<file path="src/rtl/registro_pontos_pkg.sv">
// Shared types and constants for the score register block.
// Debounce counters are enabled with the macro REGISTRO_PONTOS_DEBOUNCE_EN.
package registro_pontos_pkg;

  typedef enum logic [1:0] {
    OCIOSO   = 2'd0,
    ATUALIZA = 2'd1,
    ESPERA   = 2'd2
  } estado_t;

  localparam int LARGURA_PONTOS    = 7;
  localparam int MAX_PONTOS_PADRAO = 99;
  localparam int DEB_CYCLES_PADRAO = 16;

  localparam logic [1:0] PESO_BTN0 = 2'd1;
  localparam logic [1:0] PESO_BTN1 = 2'd2;
  localparam logic [1:0] PESO_BTN2 = 2'd3;

  // Highest-index pressed button wins when several press in the same cycle.
  function automatic logic [1:0] peso_prioridade(input logic [2:0] press);
    logic [1:0] peso;
    peso = 2'd0;
    if (press[2])      peso = PESO_BTN2;
    else if (press[1]) peso = PESO_BTN1;
    else if (press[0]) peso = PESO_BTN0;
    return peso;
  endfunction

endpackage

</file>
<file path="src/rtl/registro_pontos_debounce_btn.sv">
// One button channel: 2-flop synchronizer, optional debounce, rising-edge pulse.
// Debounce counter present only when REGISTRO_PONTOS_DEBOUNCE_EN is defined.
module debounce_btn #(
  parameter int DEB_CYCLES = 16
) (
  input  logic clk,
  input  logic rst,
  input  logic btn,
  output logic nivel,
  output logic pulso
);

  logic s1;
  logic s2;
  logic nivel_d;

  if (DEB_CYCLES < 2 || DEB_CYCLES > 1023) begin : g_deb_fora_faixa
    $error("debounce_btn: DEB_CYCLES out of range 2..1023");
  end

  always_ff @(posedge clk or posedge rst) begin
    if (rst) begin
      s1 <= 1'b0;
      s2 <= 1'b0;
    end else begin
      s1 <= btn;
      s2 <= s1;
    end
  end

`ifdef REGISTRO_PONTOS_DEBOUNCE_EN
  localparam int CW = $clog2(DEB_CYCLES);

  logic [CW-1:0] cnt;

  // Level flips only after DEB_CYCLES consecutive mismatching samples.
  always_ff @(posedge clk or posedge rst) begin
    if (rst) begin
      cnt   <= '0;
      nivel <= 1'b0;
    end else if (s2 != nivel) begin
      if (cnt == CW'(DEB_CYCLES - 1)) begin
        nivel <= s2;
        cnt   <= '0;
      end else begin
        cnt <= cnt + 1'b1;
      end
    end else begin
      cnt <= '0;
    end
  end
`else
  assign nivel = s2;
`endif

  always_ff @(posedge clk or posedge rst) begin
    if (rst) nivel_d <= 1'b0;
    else     nivel_d <= nivel;
  end

  assign pulso = nivel & ~nivel_d;

endmodule

</file>
<file path="src/rtl/registro_pontos.sv">
// Saturating score register driven by three weighted buttons (+/-1, 2, 3).
// Optional debounce counters enabled by REGISTRO_PONTOS_DEBOUNCE_EN.
module registro_pontos
  import registro_pontos_pkg::*;
#(
  parameter int DEB_CYCLES = DEB_CYCLES_PADRAO,
  parameter int MAX_PONTOS = MAX_PONTOS_PADRAO
) (
  input  logic                      clk,
  input  logic                      rst,
  input  logic [2:0]                btn,
  input  logic                      sinal,
  output logic [LARGURA_PONTOS-1:0] pontos,
  output logic                      valido,
  output logic                      alerta
);

  if (MAX_PONTOS < 1 || MAX_PONTOS > 127) begin : g_max_fora_faixa
    $error("registro_pontos: MAX_PONTOS out of range 1..127");
  end

  logic [2:0] nivel;
  logic [2:0] press;

  for (genvar i = 0; i < 3; i++) begin : g_btn
    debounce_btn #(
      .DEB_CYCLES(DEB_CYCLES)
    ) u_deb (
      .clk  (clk),
      .rst  (rst),
      .btn  (btn[i]),
      .nivel(nivel[i]),
      .pulso(press[i])
    );
  end

  estado_t                   estado,   estado_n;
  logic [1:0]                peso,     peso_n;
  logic [LARGURA_PONTOS-1:0] pontos_n;
  logic                      valido_n;
  logic                      alerta_n;
  logic [7:0]                soma;
  logic [7:0]                dif;

  always_ff @(posedge clk or posedge rst) begin
    if (rst) begin
      estado <= OCIOSO;
      peso   <= 2'd0;
      pontos <= '0;
      valido <= 1'b0;
      alerta <= 1'b0;
    end else begin
      estado <= estado_n;
      peso   <= peso_n;
      pontos <= pontos_n;
      valido <= valido_n;
      alerta <= alerta_n;
    end
  end

  // 8-bit arithmetic: a negative difference always sets bit 7 since pontos <= 127.
  assign soma = {1'b0, pontos} + {6'd0, peso};
  assign dif  = {1'b0, pontos} - {6'd0, peso};

  always_comb begin
    estado_n = estado;
    peso_n   = peso;
    pontos_n = pontos;
    valido_n = 1'b0;
    alerta_n = alerta;
    case (estado)
      OCIOSO: begin
        if (|press) begin
          peso_n   = peso_prioridade(press);
          estado_n = ATUALIZA;
        end
      end
      ATUALIZA: begin
        valido_n = 1'b1;
        estado_n = ESPERA;
        if (!sinal) begin
          if (soma > 8'(MAX_PONTOS)) begin
            pontos_n = LARGURA_PONTOS'(MAX_PONTOS);
            alerta_n = 1'b1;
          end else begin
            pontos_n = soma[LARGURA_PONTOS-1:0];
          end
        end else begin
          if (dif[7]) begin
            pontos_n = '0;
            alerta_n = 1'b1;
          end else begin
            pontos_n = dif[LARGURA_PONTOS-1:0];
          end
        end
      end
      ESPERA: begin
        if (nivel == 3'b000) estado_n = OCIOSO;
      end
      default: estado_n = OCIOSO;
    endcase
  end

endmodule

</file>
<file path="config.mk">
export PLATFORM = sky130hd
export DESIGN_NAME = registro_pontos
export DESIGN_NICKNAME = d
export VERILOG_FILES = /design/src/rtl/registro_pontos_pkg.sv /design/src/rtl/registro_pontos_debounce_btn.sv /design/src/rtl/registro_pontos.sv
export SDC_FILE = /design/constraint.sdc
export NUM_CORES = 1
export LEC_CHECK = 0
export CAP_MARGIN = 20
export CORE_ASPECT_RATIO = 1.25
export CORE_MARGIN = 1.5
export CORE_UTILIZATION = 50
export DETAILED_ROUTE_END_ITERATION = 7
export PLACE_DENSITY = 0.71
export SYNTH_ARGS = -nofsm -noshare
export SYNTH_HDL_FRONTEND = slang
export SYNTH_HIERARCHICAL = 1
export SYNTH_SLANG_ARGS = --single-unit
</file>
<file path="constraint.sdc">
create_clock -name clk -period 2.6 [get_ports clk]
set_clock_uncertainty 0.2 [all_clocks]
set_input_delay 0.26 -clock clk [delete_from_list [all_inputs] [get_ports clk]]
set_output_delay 0.26 -clock clk [all_outputs]
set_load 0.02 [all_outputs]
</file>
## After elaboration in Yosys (flattened, before gate mapping)

Index checks and enable logic that the tools add are counted.
W data, S select, Z words.

- Reductions and logical operators: 7
- Eq/ne operators: 5
- Bitwise gates (word level): 6
- Multiplexer cells: 13
- Add/sub/neg operators: 2
- Magnitude comparators: 1

Operators with widths:

| cell | number |
|---|---|
| $mux W7 | 3 |
| $add A7 B2 Y8 | 1 |
| $gt A8 B7 Y1 const B | 1 |
| $mux W2 | 4 |
| $sub A7 B2 Y8 | 1 |
| $pmux W2 S3 | 1 |
| $mux W1 | 5 |
| $ne A2 B2 Y1 const B | 2 |
| $reduce_and A2 Y1 | 2 |
| $and A1 B1 Y1 | 3 |
| $logic_not A3 Y1 | 1 |
| $not A1 Y1 | 3 |
| $reduce_and A3 Y1 | 1 |
| $reduce_or A3 Y1 | 1 |
| $eq A2 B1 Y1 const B | 1 |
| $eq A2 B2 Y1 const B | 1 |
| $logic_not A2 Y1 | 1 |
| $ne A2 B1 Y1 const B | 1 |
| $reduce_bool A2 Y1 | 1 |

- Word-level logic and storage cells: 48
- Register bits: 22
- Output and inout port bits: 9

## Logic depth before layout (Yosys ltp)

- Depth after elaboration: 5
- Depth in mapped cells: 8

## By module

Netlist, hierarchy kept.

By module, submodules not included:

| module | cells each | seq. area each (um^2) | area an instance (um^2) | times used |
|---|---|---|---|---|
| registro_pontos | 118 | 325.3 | 1009.7 | 1 |
| debounce_btn | 5 | 75.1 | 92.6 | 3 |

## Least setup slack after synthesis

OpenSTA, ideal clock, no wires.

- Path type: register to register
- From: reg pontos[0]
- To: reg pontos[3]
- Library setup time: 0.066 ns
- Slack: 0.246 ns
- Arrival time: 2.088 ns
- Cell stages (with the launch flop): 9
- Required time: 2.334 ns
- Path through: dfrtp_1 > ha_1 > inv_1 > fa_1 > nand2b_1 > o41ai_1 > a221oi_1 > nor2_1 > a221o_1

- Cells in the longest elaborated chain, start to end: 4
- Elaborated cells on any way between the ends: 6

Ends and longest elaborated chain:

| element | line | RTL |
|---|---|---|
| from (decl) | registro_pontos.sv:13 | `output logic [LARGURA_PONTOS-1:0] pontos,` |
| from (signal assigned) | registro_pontos.sv:55 | `pontos <= pontos_n;` |
| $add A7 B2 Y8 | registro_pontos.sv:62 | `assign soma = {1'b0, pontos} + {6'd0, peso};` |
| $gt A8 B7 Y1 | registro_pontos.sv:82 | `if (soma > 8'(MAX_PONTOS)) begin` |
| $mux W7 | registro_pontos.sv:82 |  |
| $mux W7 * | registro_pontos.sv:81 | `if (!sinal) begin` |

Every way passes the cells marked *; elsewhere a longest branch is shown, timed or not.
A chain may end at the register's enable or synchronous reset.

## Worst setup path in the final report

- From: reg peso[1]
- To: reg pontos[3]

- Cells in the longest elaborated chain, start to end: 4
- Elaborated cells on any way between the ends: 6

Ends and longest elaborated chain:

| element | line | RTL |
|---|---|---|
| from (decl) | registro_pontos.sv:38 | `logic [1:0] peso, peso_n;` |
| from (signal assigned) | registro_pontos.sv:54 | `peso <= peso_n;` |
| $add A7 B2 Y8 | registro_pontos.sv:62 |  |
| $gt A8 B7 Y1 | registro_pontos.sv:82 |  |
| $mux W7 | registro_pontos.sv:82 |  |
| $mux W7 * | registro_pontos.sv:81 |  |

Marked as above.

==> impl_metrics.py <==
metrics = {
    "run_status": {
        "status": "finished clean",
    },
    "yosys": {
        "yosysSeqAreaShare_pct": 42.8,
        "synthCells": 133,
        "ys_warn_count": 6,
        "synth_edf_count": 0,
        "synth_nets": 145,
        "ys_types": 45,
        "ys_ff_latch": 22,
        "synth_ff_type": "dfrtp_1",
        "async_flop_share_pct": 100,
        "syn_area_mm2": 0.00129,
        "avgSynthCellArea_um2": 9.68,
    },
    "timing": {
        "finalWorstPathRequiredPeriod_ps": 2440,
        "fin_tns_setup_ps": 0,
        "final_max_slew_viol_count": 0,
        "hold_violations": 0,
        "tightest_slew_ps": 530,
        "maxSlewHeadroom_pct": 64.6,
        "hold_ws_ps": 161,
        "setup_viol": 0,
        "rsz0062_at_grt": "no",
        "timing.fmax_mhz": 410,
        "finalCritPeriodShare_pct": 93.9,
    },
    "global_routing": {
        "grt_pass1_vias": 1028,
        "gr-total-overflow": 0,
        "grt_use_total_pct": 21.5,
        "grt_antenna_before_repair": 0,
        "grt_max_degree": 15,
        "grt_pass1_wl_um": 4710,
    },
    "floorplanning": {
        "core_mm2": 0.00243,
        "die_area_mm2": 0.00289,
        "start_util_pct": 53.0,
        "die_h_um": 59.7,
        "dieWidth_um": 48.4,
        "fp-row-count": 20,
        "io_pins": 15,
    },
    "clocking": {
        "clock-sinks": 22,
        "clock_path_buffers": 2,
        "clockRootBuffer": "clkbuf_4",
        "cts_setup_buffers": 0,
        "clk_latency_ps": 310,
        "cts_max_level": 1,
        "numCtsBuffers": 3,
        "tritoncts": "done",
        "clk_pin_slew_ps": 120,
    },
    "setup_path": {
        "cp-endpoint": "pontos[3]$_DFFE_PP0P_",
        "path_class": "reg -> reg",
        "crit-reg2reg-launch": "peso[1]$_DFFE_PP0P_",
        "start_kind": "flop",
        "worst_setup_path_end_kind": "flop",
        "r2r_cells": 7,
        "critPathMaxFanout": 5,
        "startpoint": "peso[1]$_DFFE_PP0P_",
        "required_ps": 2600,
        "r2r_setup_slack_ps": 160,
        "r2r-end": "pontos[3]$_DFFE_PP0P_",
        "cp.arrival_ps": 2440,
    },
    "hold_path": {
        "min_path_type": "reg -> reg",
        "hp-start": "g_btn[0].u_deb/s1$_DFF_PP0_",
    },
    "final_layout": {
        "n_antenna_cell": 0,
        "layout_common_cells": "dfrtp_1 (22), clkdlybuf4s50_1 (14), o21ai_0 (13)",
        "multi_input_comb_area_um2": 657,
        "drive_gt1_share_pct": 13.7,
        "nFillCells": 223,
        "final_nets": 159,
        "final_common_cell": "dfrtp_1",
        "seqCellArea_um2": 551,
        "syn_to_final_growth_pct": 16.8,
        "final_cells": 179,
    },
    "placement": {
        "dp_hpwl_um": 2070,
        "dp_cells": 174,
        "gp_congestion": 0.907,
        "port_buffers": 14,
    },
    "drt": {
        "via_per_inst": 5.75,
        "first_pass_iters": 4,
        "wl_um": 2740,
        "drtIter0Drc": 38,
        "drtAntennaViolNets": 0,
        "wl_per_cell_um": 15.3,
        "vias": 1029,
        "drc": 0,
    },
    "power": {
        "p_per_area_mw_per_mm2": 1230,
        "ir_drop_mv": 0.707,
        "leakagePower_uw": 0.000631,
        "finalPower_uw": 1840,
    },
    "flow_run": {
        "maxCapViolCount": 0,
    },
}
registers in the layout, indices dropped and copies added (netlist names):
signal and cells:
g_btn.u_deb/nivel 3, valido 1, g_btn.u_deb/nivel_d 3, alerta 1
g_btn.u_deb/s1 3, estado 2, peso 2, pontos 7
routing by layer:
layer | global-route usage, % | up-vias | part of all wire [%]
li1 | - | 497 | -
met1 | 23.9 | 501 | 41
met2 | 40.5 | 27 | 54
met3 | 2.50 | 4 | 3.1
met4 | 12.2 | 0 | 1.5
met5 | 0 | - | 0
synthesized netlist by cell type (all sizes together) (2+ instances only):
cell type,number,share of area (%)
o21ai,15,5.8
and2b,2,1.2
buf,6,3.4
nor2b,4,3.7
or2,4,1.9
a221o,2,1.6
fa,2,3.1
dfrtp,22,43
inv,12,3.5
nor3,5,2.3
ha,4,3.9
a21oi,5,1.9
nor2,9,2.6
nand2,11,3.2
a31oi,2,0.97
or3,2,1.4
o31ai,2,1.2
nand2b,3,1.5
layout make-up:
cell class / count / share of cell area, %
Multi-Input combinational cell: 92 / 43.7
Sequential cell: 22 / 36.6
Timing Repair Buffer: 16 / 10.5
Inverter: 12 / 3.00
Tap cell: 33 / 2.75
Clock inverter: 1 / 2.00
Clock buffer: 3 / 1.50
worst min path at each step:
stage               slack (ps)  cells past startpoint                              to
global route               150                      1     g_btn[1].u_deb/s1$_DFF_PP0_
finish                     160                      0  g_btn[0].u_deb/nivel$_DFF_PP0_
detailed placement         130                      0  g_btn[0].u_deb/nivel$_DFF_PP0_
floorplan                 -190                      1  g_btn[0].u_deb/nivel$_DFF_PP0_
CTS                        160                      0  g_btn[0].u_deb/nivel$_DFF_PP0_
global placement           130                      0  g_btn[1].u_deb/nivel$_DFF_PP0_
cells by family after synthesis:
| kind of cell | Yosys count | synth area share (%) |
|---|---|---|
| simple gates | 47 | 23.0 |
| compound gates | 37 | 18.6 |
| flops | 22 | 42.8 |
| buf+inv | 19 | 7.19 |
| fa+ha+maj | 6 | 7.00 |
| xor+xnor | 1 | 0.680 |
| mux | 1 | 0.777 |
worst max-delay path, cell delays in order, from the launching register on:
cell      delay, ps
dfrtp_1         430
inv_1           140
ha_1            260
and2b_1         320
o41ai_2         120
a221oi_1        380
nor2_1          150
a221o_1         330
through the flow:
stage	util [%]	instance area (µm²)	worst slack, ps
final	62.0	1500	159
after floorplan	-	1290	246
after CTS	61.4	1490	15.5
after global routing	62.0	1500	2.26
after detailed placement	58.9	1430	30.9
after global placement	58.9	1430	157
what timing repair did:
action / 4_1_cts / 5_1_grt
gates resized for setup: 0 / 3
hold buffers: 1 / 0
endpoints found under the hold margin: 9 / 0
endpoints found under the setup margin: 0 / 7
where the power goes:
part	leakage, µW	switching (µW)	internal [µW]
Sequential	0.000258	149	439
Clock	0.0000279	104	156
Combinational	0.000345	561	434
Power figures use the tool's default switching activity.
==> patch (same flow settings) <==
Set the package constant `LARGURA_PONTOS` to 6 (it was 7).
--- a/src/rtl/registro_pontos_pkg.sv
+++ b/src/rtl/registro_pontos_pkg.sv
@@ -8,7 +8,7 @@
     ESPERA   = 2'd2
   } estado_t;
 
-  localparam int LARGURA_PONTOS    = 7;
+  localparam int LARGURA_PONTOS    = 6;
   localparam int MAX_PONTOS_PADRAO = 99;
   localparam int DEB_CYCLES_PADRAO = 16;
 
Ports: changed (resized pontos); port bits go from 15 to 14. The function was not compared with the original's and may differ.
==> patch against the unedited design <==
Worst hold slack got worse by 0.15 ns. Fmax rose by 15%. Die area fell by 11%. Count of clock-buffer cells in the layout rose by 1. Setup slack improved by 0.31 ns. Design area fell by 14%. Sequential cell count fell by 1. Largest power group unchanged. Power fell by 23%. Routed wire length fell by 27%. Via count fell by 23%. Combinational power fell by 28%. Synthesized area fell by 11%.
==> patch: results (changes against the unedited design) <==
set qor(whs_ns) 0.0101 ;# was 0.161 ns
set qor(final_layout_size_suffix_gt1_share_pct) 12.9 ;# was 13.7%
set qor(actual_slew_at_the_worst_max_slew_pin_ns) 0.584 ;# was 0.530 ns
set qor(vias) 790 ;# was 1029
set qor(rrSetupSlack_ns) 0.47 ;# was 0.16 ns
set qor(post-place-cells) 143 ;# was 174
set qor(syn_nets) 117 ;# was 145
set qor(grt_usage_pct) 17.8 ;# was 21.5%
set qor(final-instance-count-excl-fill) 147 ;# was 179
set qor(synth-xor-area-share_pct) 0 ;# was 0.680%
set qor(number_of_flip_flops_under_the_largest_register_name) 6 ;# was 7
set qor(synth_fa_ha_area_share_pct) 7.89 ;# was 7.00%
set qor(timing.fmax_mhz) 469 ;# was 410 MHz
set qor(groute.layer.met3.usage_pct) 1.29 ;# was 2.50%
set qor(p_switching_mw) 0.606 ;# was 0.814 mW
set qor(detailedPlacementHpwl_mm) 1.62 ;# was 2.07 mm
set qor(pre_cts_slack_ns) 0.491 ;# was 0.0309 ns
set qor(post_synth_mux_area_share_pct) 1.75 ;# was 0.777%
set qor(post_synth_most_frequent_cells) {sky130_fd_sc_hd__dfrtp_1 (21), sky130_fd_sc_hd__inv_1 (10), sky130_fd_sc_hd__nand2_1 (9)} ;# was sky130_fd_sc_hd__dfrtp_1 (22), sky130_fd_sc_hd__o21ai_0 (13), sky130_fd_sc_hd__inv_1 (12)
set qor(swShare_pct) 42.7 ;# was 44.2%
set qor(nets) 129 ;# was 159
set qor(wirelength_met1_um) 811 ;# was 1.13 mm
set qor(postSynthAreaPerCell_um2) 10.9 ;# was 9.68 um2
set qor(largest_net_degree_at_the_start_of_global_routing) 17 ;# was 15
set qor(outcome) {finished clean} ;# unchanged
set qor(post_synth_main_area_contributors) {sky130_fd_sc_hd__dfrtp_1 (46%), sky130_fd_sc_hd__ha_1 (4.4%), sky130_fd_sc_hd__nor2b_4 (3.6%)} ;# was sky130_fd_sc_hd__dfrtp_1 (43%), sky130_fd_sc_hd__o21ai_0 (5.1%), sky130_fd_sc_hd__ha_1 (3.9%)
set qor(met2_wirelength_mm) 1.14 ;# was 1.48 mm
set qor(netlist-cell-type-count) 41 ;# was 45
set qor(synth_compound_gate_area_share_pct) 17.7 ;# was 18.6%
set qor(synth.yosys.seq_area_share_pct) 46.0 ;# was 42.8%
set qor(worst_setup_hold_path_clk_slew_ns) 0.10 ;# was 0.12 ns
set qor(met3_layer_wire_length_in_the_routed_design_um) 28 ;# was 84 um
set qor(grt_pass1_vias) 809 ;# was 1028
set qor(groute.layer.met2.usage_pct) 30.6 ;# was 40.5%
set qor(timing.hold.worst.class) {primary input to asynchronous set/reset pin} ;# was flip-flop to flip-flop
## patch: final timing paths
path | cells after the start | start | to
min | 2 | rst | g_btn[1].u_deb/nivel_d
min reg2reg | 0 | g_btn[0].u_deb/s1 | g_btn[0].u_deb/nivel
max in group asynchronous | 2 | rst | pontos[4]
max | 6 | peso[0] | alerta
min in group clk | 0 | g_btn[0].u_deb/s1 | g_btn[0].u_deb/nivel
max reg2reg | 6 | peso[0] | alerta
## patch: critical path: cells and delay by family, from the launching register on
family	cells	cell delay [ns]
compound gates	2	0.27
fa+ha+maj	2	0.65
flops	1	0.44
simple gates	2	0.45
## patch: cell type report
| type | count | area (um2) | share of cell area (%) |
|---|---|---|---|
| Multi-Input combinational cell | 68 | 542 | 41.7 |
| Sequential cell | 21 | 526 | 40.4 |
| Timing Repair Buffer | 13 | 130 | 10.0 |
| Tap cell | 31 | 38.8 | 2.98 |
| Inverter | 10 | 37.5 | 2.89 |
| Clock buffer | 4 | 26.3 | 2.02 |
